--- config.mk ---
export PLATFORM = sky130hd
export DESIGN_NAME = jtag_tap_controller
export DESIGN_NICKNAME = d
export VERILOG_FILES = /design/src/rtl/jtag_tap_controller.sv
export SDC_FILE = /design/constraint.sdc
export NUM_CORES = 1
export LEC_CHECK = 0
export CAP_MARGIN = 5
export CELL_PAD_IN_SITES_DETAIL_PLACEMENT = 1
export CELL_PAD_IN_SITES_GLOBAL_PLACEMENT = 1
export CORE_MARGIN = 8
export CORE_UTILIZATION = 35
export CTS_CLUSTER_DIAMETER = 120
export DETAILED_ROUTE_END_ITERATION = 12
export PLACE_DENSITY = 0.75
export SETUP_SLACK_MARGIN = 0.02
export SLEW_MARGIN = 20
export SYNTH_ARGS = -nofsm -noshare
export SYNTH_HDL_FRONTEND = slang
export SYNTH_SLANG_ARGS = --single-unit
--- constraint.sdc ---
create_clock -name clock -period 1.5 [get_ports clock]
set_clock_uncertainty 0.05 [all_clocks]
set_input_delay 0.375 -clock clock [delete_from_list [all_inputs] [get_ports clock]]
set_output_delay 0.375 -clock clock [all_outputs]
set_load 0.005 [all_outputs]
--- src/rtl/jtag_tap_controller.sv ---
// ---------------------------------------------------------------------------
// jtag_tap_controller
//
// IEEE 1149.1 TAP controller for the debug transport module. It owns the
// 16-state TAP FSM, the instruction register and the TDO mux. It drives the
// capture/shift/update strobes of the downstream DR chains. Those strobes are
// decoded from the state register, so at most one of them is high at a time.
//
// Parameters:
//   IR_WIDTH      instruction register width in bits (2..32)
//   IDCODE_INSTR  instruction loaded on reset and while in Test-Logic-Reset
//
// Ports:
//   clock                in   TCK-domain clock, rising-edge active
//   reset                in   asynchronous, active-high reset
//   io_tms               in   test mode select
//   io_tdi               in   test data in
//   io_chainIn_data      in   serial output (LSB) of the selected DR chain
//   io_tdo               out  test data out
//   io_tdo_en            out  high in Shift-DR or Shift-IR
//   io_chainOut_capture  out  high in Capture-DR
//   io_chainOut_shift    out  high in Shift-DR
//   io_chainOut_update   out  high in Update-DR
//   io_instruction       out  active instruction [IR_WIDTH-1:0]
//   io_state             out  current TAP state encoding [3:0]
//
// Optional build macro:
//   JTAG_TAP_ASSERT_EN   adds simulation-only protocol assertions. Functional
//                        outputs are the same whether or not it is defined.
// ---------------------------------------------------------------------------
module jtag_tap_controller #(
    parameter int unsigned IR_WIDTH     = 5,
    parameter int unsigned IDCODE_INSTR = 1
) (
    input  logic                clock,
    input  logic                reset,
    input  logic                io_tms,
    input  logic                io_tdi,
    input  logic                io_chainIn_data,
    output logic                io_tdo,
    output logic                io_tdo_en,
    output logic                io_chainOut_capture,
    output logic                io_chainOut_shift,
    output logic                io_chainOut_update,
    output logic [IR_WIDTH-1:0] io_instruction,
    output logic [3:0]          io_state
);

    // Standard 1149.1 state encodings.
    typedef enum logic [3:0] {
        TLR    = 4'hF,
        RTI    = 4'hC,
        SEL_DR = 4'h7,
        CAP_DR = 4'h6,
        SH_DR  = 4'h2,
        EX1_DR = 4'h1,
        PAU_DR = 4'h3,
        EX2_DR = 4'h0,
        UPD_DR = 4'h5,
        SEL_IR = 4'h4,
        CAP_IR = 4'hE,
        SH_IR  = 4'hA,
        EX1_IR = 4'h9,
        PAU_IR = 4'hB,
        EX2_IR = 4'h8,
        UPD_IR = 4'hD
    } tap_state_e;

    localparam logic [IR_WIDTH-1:0] IDCODE     = IR_WIDTH'(IDCODE_INSTR);
    // The IR capture pattern has the two LSBs fixed at 2'b01.
    localparam logic [IR_WIDTH-1:0] IR_CAPTURE = IR_WIDTH'(1);

    tap_state_e          state_q;
    tap_state_e          state_d;
    logic [IR_WIDTH-1:0] ir_sr;
    logic [IR_WIDTH-1:0] instr_q;

    // ------------------------------------------------------------------
    // State register, IR shift register and instruction register
    // ------------------------------------------------------------------
    // NOTE: registers use non-blocking assignments. Every flop then samples
    // the values from before the edge, so the order of statements here does
    // not matter.
    always_ff @(posedge clock or posedge reset) begin
        if (reset) begin
            state_q <= TLR;
            ir_sr   <= '0;
            instr_q <= IDCODE;
        end else begin
            state_q <= state_d;

            case (state_q)
                CAP_IR:  ir_sr <= IR_CAPTURE;
                // Shift toward the LSB. ir_sr[0] is on TDO during this state.
                SH_IR:   ir_sr <= {io_tdi, ir_sr[IR_WIDTH-1:1]};
                default: ir_sr <= ir_sr;
            endcase

            if (state_q == TLR) begin
                instr_q <= IDCODE;
            end else if (state_q == UPD_IR) begin
                instr_q <= ir_sr;
            end
        end
    end

    // ------------------------------------------------------------------
    // Next-state logic and state decodes
    // ------------------------------------------------------------------
    // NOTE: every signal driven here gets a default first. A path that
    // leaves a signal unassigned would otherwise infer a latch.
    always_comb begin
        state_d             = state_q;
        io_chainOut_capture = 1'b0;
        io_chainOut_shift   = 1'b0;
        io_chainOut_update  = 1'b0;
        io_tdo_en           = 1'b0;
        io_tdo              = 1'b0;

        case (state_q)
            TLR:    state_d = io_tms ? TLR    : RTI;
            RTI:    state_d = io_tms ? SEL_DR : RTI;
            SEL_DR: state_d = io_tms ? SEL_IR : CAP_DR;
            CAP_DR: state_d = io_tms ? EX1_DR : SH_DR;
            SH_DR:  state_d = io_tms ? EX1_DR : SH_DR;
            EX1_DR: state_d = io_tms ? UPD_DR : PAU_DR;
            PAU_DR: state_d = io_tms ? EX2_DR : PAU_DR;
            EX2_DR: state_d = io_tms ? UPD_DR : SH_DR;
            UPD_DR: state_d = io_tms ? SEL_DR : RTI;
            SEL_IR: state_d = io_tms ? TLR    : CAP_IR;
            CAP_IR: state_d = io_tms ? EX1_IR : SH_IR;
            SH_IR:  state_d = io_tms ? EX1_IR : SH_IR;
            EX1_IR: state_d = io_tms ? UPD_IR : PAU_IR;
            PAU_IR: state_d = io_tms ? EX2_IR : PAU_IR;
            EX2_IR: state_d = io_tms ? UPD_IR : SH_IR;
            UPD_IR: state_d = io_tms ? SEL_DR : RTI;
            default: state_d = TLR;
        endcase

        // Each strobe decodes a single state, so the strobes are one-hot or all zero.
        case (state_q)
            CAP_DR: io_chainOut_capture = 1'b1;
            SH_DR: begin
                io_chainOut_shift = 1'b1;
                io_tdo_en         = 1'b1;
                io_tdo            = io_chainIn_data;
            end
            UPD_DR: io_chainOut_update = 1'b1;
            SH_IR: begin
                io_tdo_en = 1'b1;
                io_tdo    = ir_sr[0];
            end
            default: ;
        endcase

        // IDCODE drives the output combinationally in TLR. This covers the
        // first TLR cycle before instr_q has reloaded.
        io_instruction = (state_q == TLR) ? IDCODE : instr_q;
    end

    assign io_state = state_q;

`ifdef JTAG_TAP_ASSERT_EN
`ifndef SYNTHESIS
    // Counts consecutive tms=1 edges and saturates at 5.
    logic [2:0] tms_ones;

    always_ff @(posedge clock or posedge reset) begin
        if (reset) begin
            tms_ones <= '0;
        end else if (!io_tms) begin
            tms_ones <= '0;
        end else if (tms_ones != 3'd5) begin
            tms_ones <= tms_ones + 3'd1;
        end
    end

    always @(posedge clock) begin
        if (!reset) begin
            assert ($countones({io_chainOut_capture, io_chainOut_shift, io_chainOut_update}) <= 1)
            else $display("jtag_tap_controller: chain strobes overlap in state %h", state_q);
            assert (io_tdo_en == ((state_q == SH_IR) || (state_q == SH_DR)))
            else $display("jtag_tap_controller: tdo_en wrong in state %h", state_q);
            assert ((tms_ones != 3'd5) || (state_q == TLR))
            else $display("jtag_tap_controller: five tms=1 did not reach TLR (state %h)", state_q);
        end
    end
`endif
`endif

endmodule

==> impl_metrics.csv <==
group,metric,value,unit
status,status,"complete, but fails checks",
status,violations,"setup timing",
layout,diodes,0,
placed_design,dp_hpwl,1480,um
floorplan,ios,19,
yosys,ys_seq_area_share,47.8,%
layout,drive_above_1_share,53.5,%
routing,dr.pass1.iters,4,
timing,final-hold-violation-count,0,
placed_design,dpl_cell_area,1020,um^2
layout,layout_commonest_cell,"buf_4",
worst_setup_path,path_max_fanout,3,
cts,htree_levels,1,
worst_setup_path,slowest_stage,"dfstp_2",
routing,initialDrtViolationCount,16,
placed_design,port_buffers,18,
floorplan,die-area,3860,um^2
floorplan,start_util,37.6,%
yosys,synth_area,746,um^2
worst_setup_path,end_kind,"primary output",
timing,tightest_slew,0.292,ns
floorplan,num_rows,16,
floorplan,die_y,62.2,um
routing,wl_per_cell,16.6,um
timing,period_share,131,%
global_route,globalRoute.totalOverflow,0,
worst_setup_path,crit_type,"reg -> out",
global_route,track_usage,12.9,%
timing,relSlewSlack,80.3,%
timing,period_minus_slack,1.96,ns
floorplan,die_width,62.2,um
global_route,grt_pass1_vias,852,
cts,cts_tree,"built",
pwr,p_leak,0.587,nW
routing,drt_wl_total,2560,um
yosys,synth.area.top_cells,"dfrtp_1, dfstp_2, nand2_1, o21ai_0, buf_6",
timing,rsz0062_at_grt,"true",
worst_hold_path,hold_path.class,"in -> async",
floorplan,coreArea,1980,um^2
worst_setup_path,cp.buffers_inverters,3,
cts,clock_latency,0.29,ns
layout,stdcell_area,1230,um^2
timing,drv_slew,0,
routing,drc,0,
placed_design,dp.cells,134,
worst_setup_path,slowest_delay,0.57,ns
global_route,grt_pass1_wl,4070,um
layout,fin_nets,133,
timing,fin_hold_ws,0.329,ns
global_route,antenna_found_initial,0,
yosys,synth_top_area_share,30.2,%
timing,layout_setup_ws,-0.460,ns
layout,multi_input_area,387,um^2
yosys,syn_nets,85,
routing,ant_nets,0,
layout,n_fill_cell,229,
layout,layout_common_cells,"buf_4, nand2_1, buf_6",
yosys,ys_types,24,
placed_design,place_congestion,0.831,
cts,cts_sinks,14,
routing,vias,748,
cts,cts_buffers,3,
worst_setup_path,crit_path_start_kind,"register",
cts,clkTransAtPathRegs,0.10,ns
routing,drt-vias-per-instance,4.86,
worst_setup_path,crit_family,"flip-flops",
pwr,powerDensity,2230,nW/um^2
cts,cts-root-buf,"clkbuf_4",
yosys,synth.avg_cell_area,9.32,um^2
timing,setup_violations,14,
yosys,ys_warn_count,0,
yosys,netlist_instances,80,
timing,clock.fmax,0.510,GHz
global_route,grt_max_degree,15,
worst_setup_path,required,1.07,ns
layout,final_cells,154,
pwr,ir_worst_vdd,0.00141,V
flow_run,max-cap-violations,0,
layout,ff_latch_area,357,um^2
yosys,ys_seq_elements,14,
layout,area_growth,64.8,%
worst_setup_path,crit_top_cell,"buf_6",
worst_setup_path,arrival,1.54,ns
cts,clock_path_buffers,2,
yosys,synth_top_area_cell,"dfrtp_1",
worst_setup_path,worstPathCellList,"buf_6 -> nand4_1 -> buf_4 -> and2_4 -> buf_6",
[worst paths after layout]
kind / cells after the start / endpoint / slack (ns) / start
worst max-delay path: 5 / io_instruction[2] / -0.46 / io_state[1]
worst max register to register: 5 / io_state[1] / -0.03 / io_state[2]
worst min register to register: 2 / instr_q[3] / 0.45 / instr_q[3]
min in group clock: 2 / instr_q[3] / 0.45 / instr_q[3]
worst min-delay path: 3 / instr_q[4] / 0.33 / reset
max in group asynchronous: 3 / io_state[1] / 0.83 / reset
[layout make-up]
cell class / count / area share (%)
flip-flops and latches: 14 / 29.0
multi-input cells: 59 / 31.5
inverters: 3 / 1.12
well taps: 27 / 2.75
repair buffers: 47 / 32.7
clock buffers: 4 / 2.95
[layer usage]
metal	track usage, %	routed length [um]	up-vias
met5	0	0	-
met4	7.00	27	0
met3	2.51	53	2
met2	21.6	1280	13
met1	14.9	1190	372
li1	-	-	361
[power breakdown]
group	total (W)	internal [W]	leakage [nW]	switching (W)
logic	0.00172	0.000974	0.391	0.000750
registers	0.000730	0.000587	0.175	0.000142
clock network	0.000281	0.000148	0.0210	0.000133
total	0.00273	0.00171	0.587	0.00103
[flip-flops by register name, summed over array words and instances, names as in the netlist]
| name | flops |
|---|---|
| ir_sr | 5 |
| instr_q | 5 |
| io_state | 4 |
[kinds of logic (layout without fill, tap and decap cells)]
kind of cell,Yosys count,in the layout,synth area share (%)
compound gates,17,17,12.9
buf+inv,7,54,7.89
flops,14,14,47.8
mux,2,2,2.85
simple gates,40,40,28.5
[tightest hold or removal path, stage by stage]
cell	delay, ns
clkdlybuf4s50_1	0.39
inv_1	0.06
buf_4	0.21
[synthesized netlist by cell type]
master    count
nand3b_2      1
mux2i_1       1
buf_6         3
clkinv_1      1
nor3_1        3
dfrtp_1       9
clkbuf_8      1
nand2b_1      5
nand3_2       1
a211o_2       1
nand2_1      17
dfstp_2       5
nand4_1       1
or2b_2        2
nor2_1        4
nor4b_1       1
o21ai_0      12
a211oi_1      1
inv_1         2
mux2_2        1
or3b_1        1
a21oi_1       2
a41oi_1       1
and2_1        4
[metrics by stage]
stage / total power [W] / setup TNS, ns / setup WS, ns / utilization [%]
after floorplan: 0.00136 / 0 / 0.0400 / -
after global placement: 0.00188 / -4.20 / -0.445 / 51.7
after detailed placement: 0.00194 / -4.60 / -0.450 / 51.7
after CTS: 0.00248 / -4.09 / -0.434 / 58.2
after global routing: 0.00292 / -5.04 / -0.510 / 62.0
final: 0.00273 / -4.33 / -0.460 / 62.0
[repair_timing]
| item | CTS | global route |
|---|---|---|
| resized for setup | 64 | 16 |
| endpoints found under the hold margin | 0 | 0 |
| setup buffers | 14 | 3 |
| endpoints found under the setup margin | 14 | 26 |
| hold buffers | 0 | 0 |
| pin swaps | 6 | 2 |
No activity file was read; power rests on OpenSTA's default activity.
